$ cat config.mk
export PLATFORM = sky130hd
export DESIGN_NAME = iterative_muldiv
export DESIGN_NICKNAME = d
export VERILOG_FILES = /design/src/rtl/iterative_muldiv.sv
export SDC_FILE = /design/constraint.sdc
export NUM_CORES = 1
export LEC_CHECK = 0
export ABC_AREA = 0
export BUFFER_PORTS_ARGS = -buffer_cell sky130_fd_sc_hd__buf_2
export CAP_MARGIN = 15
export CORE_MARGIN = 1
export CORE_UTILIZATION = 45
export DETAILED_ROUTE_END_ITERATION = 12
export SYNTH_ARGS = -nofsm -noshare
export SYNTH_HDL_FRONTEND = slang
export SYNTH_SLANG_ARGS = --single-unit
export TNS_END_PERCENT = 5
$ cat constraint.sdc
create_clock -name clk -period 4.7 [get_ports clk]
set_clock_uncertainty 0.05 [all_clocks]
set_input_delay 0.705 -clock clk [delete_from_list [all_inputs] [get_ports clk]]
set_output_delay 0.705 -clock clk [all_outputs]
set_load 0.005 [all_outputs]
$ cat src/rtl/iterative_muldiv.sv
// ----------------------------------------------------------------------------
// iterative_muldiv: multi-cycle RV32M multiply/divide unit.
//   One operation in flight at a time. Multiply is shift-add and divide is
//   restoring division, one bit per cycle on operand magnitudes. The sign
//   fix-up and result selection are combinational from the DONE registers.
//
// Ports:
//   clk, rst_n          clock, asynchronous active-low reset
//   flush               synchronous kill of any in-flight/completed operation
//   in_valid/in_ready   request handshake; in_op (funct3), in_a, in_b, in_tag
//   out_valid/out_ready result handshake; out_result, out_tag (0 when idle)
//   busy                high while an operation occupies the unit
// ----------------------------------------------------------------------------
module iterative_muldiv #(
    parameter int unsigned WIDTH = 32,
    parameter int unsigned TAG_W = 5
) (
    input  logic             clk,
    input  logic             rst_n,
    input  logic             flush,
    input  logic             in_valid,
    output logic             in_ready,
    input  logic [2:0]       in_op,
    input  logic [WIDTH-1:0] in_a,
    input  logic [WIDTH-1:0] in_b,
    input  logic [TAG_W-1:0] in_tag,
    output logic             out_valid,
    input  logic             out_ready,
    output logic [WIDTH-1:0] out_result,
    output logic [TAG_W-1:0] out_tag,
    output logic             busy
);

    localparam int unsigned CntW = $clog2(WIDTH + 1);

    localparam logic [2:0] OpMul    = 3'b000;
    localparam logic [2:0] OpMulh   = 3'b001;
    localparam logic [2:0] OpMulhsu = 3'b010;
    localparam logic [2:0] OpMulhu  = 3'b011;
    localparam logic [2:0] OpDiv    = 3'b100;
    localparam logic [2:0] OpDivu   = 3'b101;
    localparam logic [2:0] OpRem    = 3'b110;
    localparam logic [2:0] OpRemu   = 3'b111;

    localparam logic [WIDTH-1:0] MinNeg = {1'b1, {(WIDTH - 1){1'b0}}};

    typedef enum logic [1:0] {StIdle, StCalc, StDone} state_e;

    state_e            state_q, state_d;
    logic [2:0]        op_q, op_d;
    logic [TAG_W-1:0]  tag_q, tag_d;
    logic [CntW-1:0]   cnt_q, cnt_d;
    // Multiply: {hi, lo} is the product register, lo starts as the multiplier.
    // Divide:   hi is the partial remainder, lo shifts dividend out / quotient in.
    logic [WIDTH-1:0]  hi_q, hi_d;
    logic [WIDTH-1:0]  lo_q, lo_d;
    logic [WIDTH-1:0]  m_q, m_d;      // multiplicand or divisor magnitude
    logic              neg_res_q, neg_res_d;
    logic              neg_rem_q, neg_rem_d;
    // Special-case result already loaded: spend one cycle without iterating.
    logic              hold_q, hold_d;

    // Accept-time decode
    logic             a_signed, b_signed, a_neg, b_neg;
    logic [WIDTH-1:0] a_mag, b_mag;
    logic             div_zero, div_ovf;

    always_comb begin
        a_signed = (in_op == OpMulh) || (in_op == OpMulhsu) ||
                   (in_op == OpDiv)  || (in_op == OpRem);
        b_signed = (in_op == OpMulh) || (in_op == OpDiv) || (in_op == OpRem);
        a_neg    = a_signed & in_a[WIDTH-1];
        b_neg    = b_signed & in_b[WIDTH-1];
        a_mag    = a_neg ? -in_a : in_a;
        b_mag    = b_neg ? -in_b : in_b;
        div_zero = in_op[2] && (in_b == '0);
        div_ovf  = ((in_op == OpDiv) || (in_op == OpRem)) &&
                   (in_a == MinNeg) && (in_b == '1);
    end

    // One iteration step
    logic [WIDTH:0] mul_sum;
    logic [WIDTH:0] div_shift;
    logic [WIDTH:0] div_diff;
    logic           div_ge;

    always_comb begin
        mul_sum   = {1'b0, hi_q} + (lo_q[0] ? {1'b0, m_q} : {(WIDTH + 1){1'b0}});
        div_shift = {hi_q, lo_q[WIDTH-1]};
        div_diff  = div_shift - {1'b0, m_q};
        div_ge    = ~div_diff[WIDTH];
    end

    always_comb begin
        state_d   = state_q;
        op_d      = op_q;
        tag_d     = tag_q;
        cnt_d     = cnt_q;
        hi_d      = hi_q;
        lo_d      = lo_q;
        m_d       = m_q;
        neg_res_d = neg_res_q;
        neg_rem_d = neg_rem_q;
        hold_d    = hold_q;

        unique case (state_q)
            StIdle: begin
                if (in_valid) begin
                    op_d    = in_op;
                    tag_d   = in_tag;
                    state_d = StCalc;
                    if (div_zero || div_ovf) begin
                        hold_d    = 1'b1;
                        cnt_d     = CntW'(1);
                        neg_res_d = 1'b0;
                        neg_rem_d = 1'b0;
                        m_d       = '0;
                        hi_d      = div_zero ? in_a : '0;
                        lo_d      = div_zero ? '1 : in_a;
                    end else begin
                        hold_d    = 1'b0;
                        cnt_d     = CntW'(WIDTH);
                        neg_res_d = in_op[2] ? ((in_op == OpDiv) && (a_neg ^ b_neg))
                                             : (a_neg ^ b_neg);
                        neg_rem_d = (in_op == OpRem) && a_neg;
                        hi_d      = '0;
                        lo_d      = in_op[2] ? a_mag : b_mag;
                        m_d       = in_op[2] ? b_mag : a_mag;
                    end
                end
            end
            StCalc: begin
                cnt_d = cnt_q - CntW'(1);
                if (!hold_q) begin
                    if (op_q[2]) begin
                        hi_d = div_ge ? div_diff[WIDTH-1:0] : div_shift[WIDTH-1:0];
                        lo_d = {lo_q[WIDTH-2:0], div_ge};
                    end else begin
                        hi_d = mul_sum[WIDTH:1];
                        lo_d = {mul_sum[0], lo_q[WIDTH-1:1]};
                    end
                end
                if (cnt_q == CntW'(1)) begin
                    state_d = StDone;
                end
            end
            StDone: begin
                if (out_ready) begin
                    state_d = StIdle;
                end
            end
            default: state_d = StIdle;
        endcase

        // Flush overrides everything, including an accept in IDLE.
        if (flush) begin
            state_d = StIdle;
            if (state_q == StIdle) begin
                op_d      = op_q;
                tag_d     = tag_q;
                cnt_d     = cnt_q;
                hi_d      = hi_q;
                lo_d      = lo_q;
                m_d       = m_q;
                neg_res_d = neg_res_q;
                neg_rem_d = neg_rem_q;
                hold_d    = hold_q;
            end
        end
    end

    always_ff @(posedge clk or negedge rst_n) begin
        if (!rst_n) begin
            state_q   <= StIdle;
            op_q      <= '0;
            tag_q     <= '0;
            cnt_q     <= '0;
            hi_q      <= '0;
            lo_q      <= '0;
            m_q       <= '0;
            neg_res_q <= 1'b0;
            neg_rem_q <= 1'b0;
            hold_q    <= 1'b0;
        end else begin
            state_q   <= state_d;
            op_q      <= op_d;
            tag_q     <= tag_d;
            cnt_q     <= cnt_d;
            hi_q      <= hi_d;
            lo_q      <= lo_d;
            m_q       <= m_d;
            neg_res_q <= neg_res_d;
            neg_rem_q <= neg_rem_d;
            hold_q    <= hold_d;
        end
    end

    // Sign fix-up and result selection
    logic [2*WIDTH-1:0] prod, prod_fix;
    logic [WIDTH-1:0]   quo_fix, rem_fix, result;

    always_comb begin
        prod     = {hi_q, lo_q};
        prod_fix = neg_res_q ? -prod : prod;
        quo_fix  = neg_res_q ? -lo_q : lo_q;
        rem_fix  = neg_rem_q ? -hi_q : hi_q;
        unique case (op_q)
            OpMul:                      result = prod_fix[WIDTH-1:0];
            OpMulh, OpMulhsu, OpMulhu:  result = prod_fix[2*WIDTH-1:WIDTH];
            OpDiv, OpDivu:              result = quo_fix;
            OpRem, OpRemu:              result = rem_fix;
            default:                    result = '0;
        endcase
    end

    always_comb begin
        in_ready   = (state_q == StIdle);
        busy       = (state_q == StCalc) || (state_q == StDone);
        out_valid  = (state_q == StDone);
        out_result = out_valid ? result : '0;
        out_tag    = out_valid ? tag_q : '0;
    end

endmodule

==> results.yml, run 1 <==
drt:
  totalWireLength_um: 58500
  drtPass1Iterations: 7
  detail_route.vias_per_cell: 6.38
  drcViolationCount: 0
  dr_total_vias: 15450
  antenna_left: 0
  wire_per_inst_um: 24.1
  drt-initial-drc-count: 1686
sta:
  setup_ws_ns: -0.00922
  timing_worst_slew_pin_value_ns: 1.07
  timing_max_transition_violations_final: 0
  fin_setup_tns_ns: -0.00922
  setup_repair_after_global_routing_missed_its_margin: "yes"
  timing.final.crit_period_ns: 4.71
  timing.final.setup_violations: 1
  timing.hold.ws_ns: 0.284
  final-hold-violation-count: 0
  clock.fmax_mhz: 212
  slew_headroom: 0.288
  fin_crit_sh: 1.00
power:
  power.share.clock: 0.115
  power.ir.vdd_worst_uv: 392
  design_power_total_mw: 12.2
  seqPwrFrac: 0.180
  internal_power_consumption_mw: 5.59
  comb_power_share: 0.705
  power.leakage_nw: 6.71
  switching_power_mw: 6.60
  netSwitchingFraction: 0.542
  power_density_nw_per_um2: 767
synthesis:
  yosysWarningCount: 0
  ys.flop_type: "sky130_fd_sc_hd__dfrtp_1"
  postSynth.asyncResetShare: 1.00
  post_synth_num_cell_types: 78
  post_synth_and_or_nand_nor_area_fraction: 0.227
  synth.cell_area_um2: 14000
  largest_family_of_logic_cells_by_synthesized_area: "compound AO/OA/AOI/OAI gates"
  mappedNetlistNets: 2084
  synth_compound_area_frac: 0.281
  postSynthCellCount: 1930
  synth_area_in_adders: 0.0697
  synth_area_per_cell_um2: 7.28
  synth-edff-count: 0
  synth_xor_xnor_area_share: 0.117
  synth_top_cell_by_area: "sky130_fd_sc_hd__dfrtp_1"
  ys_seq_area_frac: 0.205
  yosys_register_bits: 115
  muxShareOfSynthArea: 0.0482
  synthTopCellsByArea: "sky130_fd_sc_hd__dfrtp_1, sky130_fd_sc_hd__ha_1, sky130_fd_sc_hd__o21ai_0"
  share_of_the_synthesized_area_in_the_top_cell_type: 0.205
global_routing:
  grt_first_pass_wirelength_um: 87800
  number_of_antenna_violations_at_the_first_check_in_global_routing: 1
  first_global_vias: 14405
  grt_start_max_net_pins: 60
  overflow: 0
  grt_util_all_layers: 0.371
worst_setup_path:
  regToRegStartpoint: "lo_q[31]$_DFFE_PN0P_"
  worst_r2r_path_depth: 14
  reg2reg_slack_ns: 0.54
  max_stage_delay_ns: 0.53
  cp_cell_sequence: "inv_1 > ha_2 > or3b_4 > or4_4 > or3_4 > or4_4 > or4_4 > a21oi_1 > a21oi_1 > a21o_1 > a21oi_2 > buf_2"
  critPathCaptureType: "output port"
  worst_ep_arrival_time_ns: 3.95
  critPathMostFrequentCell: "sky130_fd_sc_hd__or4_4"
  worst-endpoint-required_ns: 3.94
  timing.setup.critical_path_class: "flop to output port"
  crit_path_cell_count: 12
  path_buf_inv: 2
  crit_slowest_cell: "sky130_fd_sc_hd__or4_4"
  crit_start: "hi_q[1]$_DFFE_PN0P_"
  worst_path_dominant_cell_family: "simple AND/OR/NAND/NOR gates"
  critical_path.startpoint_type: "flop"
  worstPathMaxFanout: 7
cells_and_area:
  ratio_of_cells_with_drive_above_1_in_the_final_layout: 0.146
  area_growth_syn_to_layout_pct: 13.2
  design.final.nets: 2167
  most_common_cell_after_layout_fill_and_taps_aside: "sky130_fd_sc_hd__nand2_1"
  finalNonFillerCells: 2422
  antenna_cells_inserted: 0
  layout_common_cells: "sky130_fd_sc_hd__nand2_1, sky130_fd_sc_hd__nor2_1, sky130_fd_sc_hd__o21ai_0, sky130_fd_sc_hd__a21oi_1, sky130_fd_sc_hd__buf_2"
place:
  place_congestion: 0.986
  io_buffers: 116
  dp.cells: 2388
  preCtsSetupSlack_ns: 0.382
  hpwl_um: 45200
clock_tree:
  cts.sinks: 115
  cts_made_buffers: 17
  max-clock-path-buffers: 2
  worst_skew_pair.late_latency_ns: 0.45
  h-tree-depth: 4
  cts_tree: "yes"
  cts.root.buffer_cell: "sky130_fd_sc_hd__clkbuf_16"
  clk_pin_slew_worst_paths_ns: 0.07
die:
  placeable_core_region_um2: 30700
  placement_rows: 64
  initial_core_util: 0.458
  die_y_um: 179
  die_area_um2: 31900
  dieWidth_um: 179
  pin_count: 117
status:
  run_status: "finished, violations left"
  failed_checks: "setup timing"
min_path:
  worst_hold_path_type: "input port to asynchronous set/reset pin"
flow_run:
  max_cap_viol_count: 0
## what timing repair did
action                                 CTS  global route
endpoints found under the hold margin    0             0
pin swaps                                1             2
setup endpoints to repair                5            12
gates resized for setup                  3            14
buffers inserted                         2             0
hold buffers                             0             0
## path summary, 6_finish.rpt
check / to
min in group clk: tag_q[2]$_DFFE_PN0P_
worst min-delay path: tag_q[3]$_DFFE_PN0P_
worst max register to register: hi_q[31]$_DFFE_PN0P_
max in group asynchronous: hi_q[2]$_DFFE_PN0P_
worst min register to register: tag_q[4]$_DFFE_PN0P_
worst max-delay path: out_result[24]
## area by class of cell
cell class	count	area, um^2
clock buffers	20	457
clock inverters	12	143
fillers	3089	14800
inverters	65	244
multi-input cells	1627	10500
flip-flops and latches	115	2880
well taps	396	495
repair buffers	187	1130
## power by group through the flow
stage	sequential [mW]	clock, mW	combinational (mW)
global placement	2.15	0	8.28
CTS	2.15	1.41	8.36
global route	2.26	1.45	9.30
finish	2.19	1.41	8.59
detailed placement	2.17	0	8.30
floorplan	1.86	0	5.94
## per-stage QoR
| step | util | area (um^2) |
|---|---|---|
| detailed placement | 0.496 | 15200 |
| finish | 0.518 | 15900 |
| global placement | 0.496 | 15200 |
| CTS | 0.516 | 15800 |
| global route | 0.518 | 15900 |
| floorplan | - | 14000 |
## logic make-up after synthesis
logic type / count (synthesis)
buffers and inverters: 188
and+or+nand+nor: 667
xor gates and xnor gates: 188
muxes: 65
DFF: 115
AOI/OAI and AO/OA: 630
adders and majority gates: 77
## cell usage after synthesis (9+ instances only)
library cell,count
sky130_fd_sc_hd__o21a_1,11
sky130_fd_sc_hd__or4_1,17
sky130_fd_sc_hd__xnor2_1,101
sky130_fd_sc_hd__buf_1,10
sky130_fd_sc_hd__a21o_1,19
sky130_fd_sc_hd__o31ai_1,35
sky130_fd_sc_hd__mux2i_1,44
sky130_fd_sc_hd__inv_1,63
sky130_fd_sc_hd__xor2_1,87
sky130_fd_sc_hd__nor3_1,39
sky130_fd_sc_hd__dfrtp_1,115
sky130_fd_sc_hd__o211ai_1,11
sky130_fd_sc_hd__mux2_2,21
sky130_fd_sc_hd__a221oi_1,11
sky130_fd_sc_hd__nor2_1,181
sky130_fd_sc_hd__nand4_1,19
sky130_fd_sc_hd__o22ai_1,16
sky130_fd_sc_hd__nor4_1,20
sky130_fd_sc_hd__ha_1,75
sky130_fd_sc_hd__a21oi_1,180
sky130_fd_sc_hd__a211oi_1,29
sky130_fd_sc_hd__nand2_1,208
sky130_fd_sc_hd__nand2b_1,16
sky130_fd_sc_hd__o21bai_1,9
sky130_fd_sc_hd__and3_1,17
sky130_fd_sc_hd__o41ai_1,16
sky130_fd_sc_hd__o21ai_0,183
sky130_fd_sc_hd__o221ai_1,21
sky130_fd_sc_hd__a31oi_1,15
sky130_fd_sc_hd__or3_1,21
sky130_fd_sc_hd__and2_1,18
sky130_fd_sc_hd__or2_2,16
sky130_fd_sc_hd__clkbuf_1,105
sky130_fd_sc_hd__nand3_1,55
sky130_fd_sc_hd__nor2b_1,9
## sequential cells by signal, summed over array words and instances, names as in the netlist
register and count:
hold_q 1, neg_rem_q 1, cnt_q 6, lo_q 32, neg_res_q 1, m_q 32
tag_q 5, hi_q 32, op_q 3, state_q 2
## layer usage
metal | track usage | share of wire
met2 | 0.565 | 0.44
met1 | 0.501 | 0.43
met4 | 0.158 | 0.042
met5 | 0 | 0.00022
met3 | 0.0840 | 0.086
Note: power is estimated with default switching activity, not from simulation.
==> run 2, diff against run 1 <==
- CORE_UTILIZATION: 45 -> 30
==> run 2 against run 1 <==
Compared with the run above:
- the flow still finishes with violations (setup timing)
- largest power group unchanged
- first-iteration DRC count is 4.6% higher
- final cell count is 8.0% higher
- worst setup slack worse by 0.040 ns
- via count is 2.3% higher
- non-clock buffer count is 9 lower
- power is 0.34% lower
- global-route usage is 12 points lower
- sequential share of layout area is 0.20 points lower
- routed wire length is 3.5% higher
- combinational power hardly changed
- critical path depth stayed put
- core utilization is 17 points lower
==> results.yml, run 2 (synthesis gave the netlist of run 1 again) <==
power:
  design_power_total_mw: 12.1
  power.share.clock: 0.109
  comb_power_share: 0.709
  switching_power_mw: 6.66
  netSwitchingFraction: 0.549
  power.ir.vdd_worst_uv: 299
  power_density_nw_per_um2: 757
  seqPwrFrac: 0.182
  internal_power_consumption_mw: 5.48
  power.leakage_nw: 6.65
sta:
  timing_worst_slew_pin_value_ns: 1.22
  timing.final.setup_violations: 1
  fin_crit_sh: 1.01
  timing_max_transition_violations_final: 0
  fin_setup_tns_ns: -0.0496
  final-hold-violation-count: 0
  clock.fmax_mhz: 211
  setup_ws_ns: -0.0496
  timing.final.crit_period_ns: 4.75
  slew_headroom: 0.186
  setup_repair_after_global_routing_missed_its_margin: "yes"
cells_and_area:
  layout_filler_cell_count: 4868
  design_area_final_um2: 16100
  area_growth_syn_to_layout_pct: 14.4
  design.final.nets: 2158
  most_common_cell_after_layout_fill_and_taps_aside: "sky130_fd_sc_hd__nand2_1"
  layout_common_cells: "sky130_fd_sc_hd__nand2_1, sky130_fd_sc_hd__o21ai_0, sky130_fd_sc_hd__nor2_1, sky130_fd_sc_hd__a21oi_1, sky130_fd_sc_hd__buf_2"
  largest_registers: "hi_q: 32 flops, lo_q: 32 flops, m_q: 32 flops"
  ratio_of_cells_with_drive_above_1_in_the_final_layout: 0.141
  ff_latch_area_um2: 2880
  finish.utilization: 0.351
  multi_input_comb_area_um2: 10500
status:
  failed_checks: "setup timing"
  run_status: "finished, violations left"
worst_setup_path:
  worst_ep_arrival_time_ns: 3.99
  worst-endpoint-required_ns: 3.94
  timing.rr.end: "hi_q[17]$_DFFE_PN0P_"
  worst_r2r_path_depth: 14
  critical_path.startpoint_type: "flop"
  critPathCaptureType: "output port"
  timing.setup.critical_path_class: "flop to output port"
  regToRegStartpoint: "lo_q[31]$_DFFE_PN0P_"
  reg2reg_slack_ns: 0.33
  worstPathMaxFanout: 3
clock_tree:
  worst_skew_pair.late_latency_ns: 0.44
  max-clock-path-buffers: 2
  cts.sinks: 115
  cts_tree: "yes"
  h-tree-depth: 4
  clk_pin_slew_worst_paths_ns: 0.06
  cts.root.buffer_cell: "sky130_fd_sc_hd__clkbuf_16"
  cts_made_buffers: 17
place:
  place_congestion: 0.992
  area_after_dpl_um2: 15400
  hpwl_um: 46500
  io_buffers: 116
global_routing:
  grt_start_max_net_pins: 82
  grt_util_all_layers: 0.248
  overflow: 0
  first_global_vias: 14435
  number_of_antenna_violations_at_the_first_check_in_global_routing: 1
  grt_first_pass_wirelength_um: 89600
die:
  placeable_core_region_um2: 45800
  pin_count: 117
  placement_rows: 78
  die_y_um: 218
  dieWidth_um: 218
  initial_core_util: 0.307
  die_area_um2: 47700
drt:
  antenna_left: 0
  detail_route.vias_per_cell: 6.04
  drt-initial-drc-count: 1764
  dr_total_vias: 15807
  drcViolationCount: 0
  totalWireLength_um: 60500
  drtPass1Iterations: 6
  wire_per_inst_um: 23.1
min_path:
  worst_hold_path_type: "input port to asynchronous set/reset pin"
flow_run:
  max_cap_viol_count: 0
==> run 2: per-layer routing <==
layer,vias to the layer above,share of wire,wire length [um],GRT usage
met4,0,0.037,2240,0.0981
met3,117,0.080,4860,0.0327
li1,7194,-,-,-
met1,7654,0.44,26800,0.349
met5,-,0,0,0
met2,842,0.44,26600,0.382
==> run 2: cell type report <==
cell class / instances / share of cell area
Inverter: 65 / 0.0152
Tap cell: 600 / 0.0468
Antenna cell: 1 / 0.000156
Multi-Input combinational cell: 1627 / 0.656
Timing Repair Buffer: 178 / 0.0669
Clock buffer: 18 / 0.0274
Sequential cell: 115 / 0.179
Clock inverter: 12 / 0.00826
==> run 2: worst max-delay path, cell delays in order, from the launching register on <==
cell and delay [ns]:
sky130_fd_sc_hd__dfrtp_1 0.39, sky130_fd_sc_hd__inv_2 0.09, sky130_fd_sc_hd__ha_4 0.13, sky130_fd_sc_hd__or3b_4 0.38
sky130_fd_sc_hd__or4_4 0.49, sky130_fd_sc_hd__or3_4 0.35, sky130_fd_sc_hd__or4_4 0.44, sky130_fd_sc_hd__or4_4 0.58
sky130_fd_sc_hd__o21ai_2 0.16, sky130_fd_sc_hd__a21oi_2 0.07, sky130_fd_sc_hd__a21o_1 0.22, sky130_fd_sc_hd__a21oi_2 0.11
sky130_fd_sc_hd__buf_2 0.15
==> run 2: metrics by stage <==
step	worst slack, ns	hold slack, ns	instances
6_report	-0.0496	0.188	2616
5_1_grt	-0.151	0.207	2616
4_1_cts	-0.0593	0.190	2611
3_5_place_dp	0.318	0.409	2579
3_3_place_gp	0.329	0.403	2579
2_1_floorplan	0.562	0.359	1930
==> run 2: worst max path at each step <==
stage / startpoint / endpoint / slack (ns)
2_1_floorplan: hi_q[0]$_DFFE_PN0P_ / out_result[24] / 0.56
3_3_place_gp: hi_q[0]$_DFFE_PN0P_ / out_result[24] / 0.33
3_5_place_dp: hi_q[0]$_DFFE_PN0P_ / out_result[24] / 0.32
4_1_cts: hi_q[1]$_DFFE_PN0P_ / out_result[24] / -0.06
5_1_grt: hi_q[0]$_DFFE_PN0P_ / out_result[24] / -0.15
6_report: hi_q[0]$_DFFE_PN0P_ / out_result[24] / -0.05
==> run 2: power by group through the flow <==
stage	logic, mW	registers (mW)	clock network (mW)
after global routing	9.28	2.25	1.37
after CTS	8.34	2.16	1.33
after detailed placement	8.27	2.18	0
after global placement	8.24	2.16	0
after floorplan	5.94	1.86	0
final	8.61	2.21	1.33
==> run 2: repair_timing <==
action | in CTS | in global routing
hold buffers | 0 | 0
resized for setup | 4 | 11
pin swaps | 2 | 7
endpoints found under the setup margin | 7 | 12
buffers inserted | 2 | 4
==> run 3, diff against run 2 <==
==> constraint.sdc (replaced) <==
create_clock -name clk -period 4.7 [get_ports clk]
set_clock_uncertainty 0.05 [all_clocks]
set_input_delay 0 -clock clk [delete_from_list [all_inputs] [get_ports clk]]
set_output_delay 0 -clock clk [all_outputs]
set_load 0.005 [all_outputs]
==> run 3 against run 2 <==
Compared with the run above:
- the flow now finishes without violations
- global-route usage grew 0.12 points
- clock-buffer cell count shrank 1
- register-to-register slack gained 0.10 ns
- clock power is essentially flat
- critical path depth shrank 3
- routed wire length shrank 0.43%
- die area is the same
- design area grew 1.5%
- final cell count grew 0.92%
- critical path type unchanged
==> results.yml, run 3 (synthesis gave the netlist of run 1 again) <==
drt:
  drt-initial-drc-count: 1679
  wire_per_inst_um: 22.8
  antenna_left: 0
  drtPass1Iterations: 6
  totalWireLength_um: 60200
  dr_total_vias: 15608
  drcViolationCount: 0
  detail_route.vias_per_cell: 5.91
sta:
  timing.final.crit_period_ns: 4.41
  final-hold-violation-count: 0
  clock.fmax_mhz: 227
  slew_headroom: 0.284
  timing_max_transition_violations_final: 0
  timing.final.setup_violations: 0
  setup_ws_ns: 0.288
  setup_repair_after_global_routing_missed_its_margin: "no"
  timing_worst_slew_pin_value_ns: 1.07
  fin_setup_tns_ns: 0
  fin_crit_sh: 0.939
  timing.hold.ws_ns: 0.0278
min_path:
  hold-path-endpoint: "m_q[14]$_DFFE_PN0P_"
  min_delay_path_depth: 4
  hp-start: "in_b[14]"
  worst_hold_path_type: "input port to flop"
clock_tree:
  cts_made_buffers: 17
  max-clock-path-buffers: 2
  h-tree-depth: 4
  cts.root.buffer_cell: "sky130_fd_sc_hd__clkbuf_16"
  cts_tree: "yes"
  worst_skew_pair.late_latency_ns: 0.45
  clk_pin_slew_worst_paths_ns: 0.06
  cts.sinks: 115
worst_setup_path:
  reg2reg_slack_ns: 0.43
  worstPathMaxFanout: 8
  timing.rr.end: "hi_q[17]$_DFFE_PN0P_"
  critPathCaptureType: "output port"
  worst-endpoint-required_ns: 4.65
  critical_path.startpoint_type: "flop"
  timing.setup.critical_path_class: "flop to output port"
  worst_r2r_path_depth: 13
  worst_ep_arrival_time_ns: 4.36
  regToRegStartpoint: "lo_q[31]$_DFFE_PN0P_"
power:
  netSwitchingFraction: 0.550
  seqPwrFrac: 0.186
  design_power_total_mw: 12.0
  switching_power_mw: 6.59
  power.ir.vdd_worst_uv: 471
  power.leakage_nw: 6.74
  internal_power_consumption_mw: 5.39
  comb_power_share: 0.703
  power_density_nw_per_um2: 735
  power.share.clock: 0.112
cells_and_area:
  most_common_cell_after_layout_fill_and_taps_aside: "sky130_fd_sc_hd__nand2_1"
  antenna_cells_inserted: 0
  largest_registers: "hi_q: 32 flops, lo_q: 32 flops, m_q: 32 flops"
  design_area_final_um2: 16300
  design.final.nets: 2181
  layout_filler_cell_count: 4810
  area_growth_syn_to_layout_pct: 16.1
  layout_common_cells: "sky130_fd_sc_hd__nand2_1, sky130_fd_sc_hd__o21ai_0, sky130_fd_sc_hd__nor2_1, sky130_fd_sc_hd__a21oi_1, sky130_fd_sc_hd__buf_2"
  ratio_of_cells_with_drive_above_1_in_the_final_layout: 0.124
global_routing:
  grt_first_pass_wirelength_um: 90400
  grt_start_max_net_pins: 76
  first_global_vias: 14911
  grt_util_all_layers: 0.250
  number_of_antenna_violations_at_the_first_check_in_global_routing: 0
  overflow: 0
die:
  initial_core_util: 0.307
  dieWidth_um: 218
  die_area_um2: 47700
  placement_rows: 78
  die_y_um: 218
  placeable_core_region_um2: 45800
  pin_count: 117
place:
  place_congestion: 0.987
  hpwl_um: 46100
  area_after_dpl_um2: 15200
  preCtsSetupSlack_ns: 0.489
  io_buffers: 116
flow_run:
  max_cap_viol_count: 0
status:
  run_status: "complete, no violations"
## run 3: metal layers
metal | share of wire | GRT usage | vias to the layer above | wire length (um)
met5 | 0 | 0 | - | 0
met4 | 0.040 | 0.105 | 0 | 2390
met3 | 0.087 | 0.0494 | 104 | 5230
met2 | 0.44 | 0.386 | 718 | 26600
met1 | 0.43 | 0.336 | 7536 | 26100
li1 | - | - | 7250 | -
## run 3: critical path: stages, from the launching register on
cell and delay, ns:
sky130_fd_sc_hd__dfrtp_1 0.55, sky130_fd_sc_hd__nor4_2 0.63, sky130_fd_sc_hd__or4b_1 0.60, sky130_fd_sc_hd__nand2b_1 0.26
sky130_fd_sc_hd__or2_2 0.35, sky130_fd_sc_hd__or4b_1 0.50, sky130_fd_sc_hd__o41ai_1 0.41, sky130_fd_sc_hd__xor2_1 0.12
sky130_fd_sc_hd__o22ai_1 0.32, sky130_fd_sc_hd__buf_2 0.19
## run 3: repair_timing
| item | 4_1_cts | 5_1_grt |
|---|---|---|
| hold endpoints to repair | 102 | 0 |
| setup buffers | 0 | 0 |
| gates resized for setup | 0 | 1 |
| hold buffers | 46 | 0 |
| setup endpoints to repair | 0 | 1 |
## run 3: layout make-up
cell class	instances	area [um^2]	share of cell area
clock buffer	17	425	0.0261
clock inverter	15	148	0.00906
inverter	65	244	0.0150
multi-input combinational	1627	10500	0.643
sequential	115	2880	0.177
tap	600	751	0.0461
timing repair buffer	201	1370	0.0840
## run 3: power groups by stage
| stage | combinational (mW) | clock [mW] | sequential (mW) |
|---|---|---|---|
| 6_report | 8.41 | 1.34 | 2.22 |
| 5_1_grt | 9.09 | 1.38 | 2.28 |
| 4_1_cts | 8.20 | 1.35 | 2.20 |
| 3_5_place_dp | 8.10 | 0 | 2.22 |
| 3_3_place_gp | 8.05 | 0 | 2.20 |
| 2_1_floorplan | 5.94 | 0 | 1.86 |
## run 3: worst max path at each step
stage | start | end | slack [ns]
finish | hi_q[18]$_DFFE_PN0P_ | out_result[29] | 0.29
global route | hi_q[18]$_DFFE_PN0P_ | out_result[29] | 0.10
CTS | hi_q[18]$_DFFE_PN0P_ | out_result[29] | 0.05
detailed placement | lo_q[31]$_DFFE_PN0P_ | hi_q[17]$_DFFE_PN0P_ | 0.49
global placement | hi_q[18]$_DFFE_PN0P_ | out_result[29] | 0.51
floorplan | lo_q[31]$_DFFE_PN0P_ | hi_q[19]$_DFFE_PN0P_ | 1.12
## run 3: per-stage QoR
step | instances | util
5_1_grt | 2640 | 0.356
3_5_place_dp | 2561 | 0.333
2_1_floorplan | 1930 | -
3_3_place_gp | 2561 | 0.333
6_report | 2640 | 0.356
4_1_cts | 2639 | 0.355
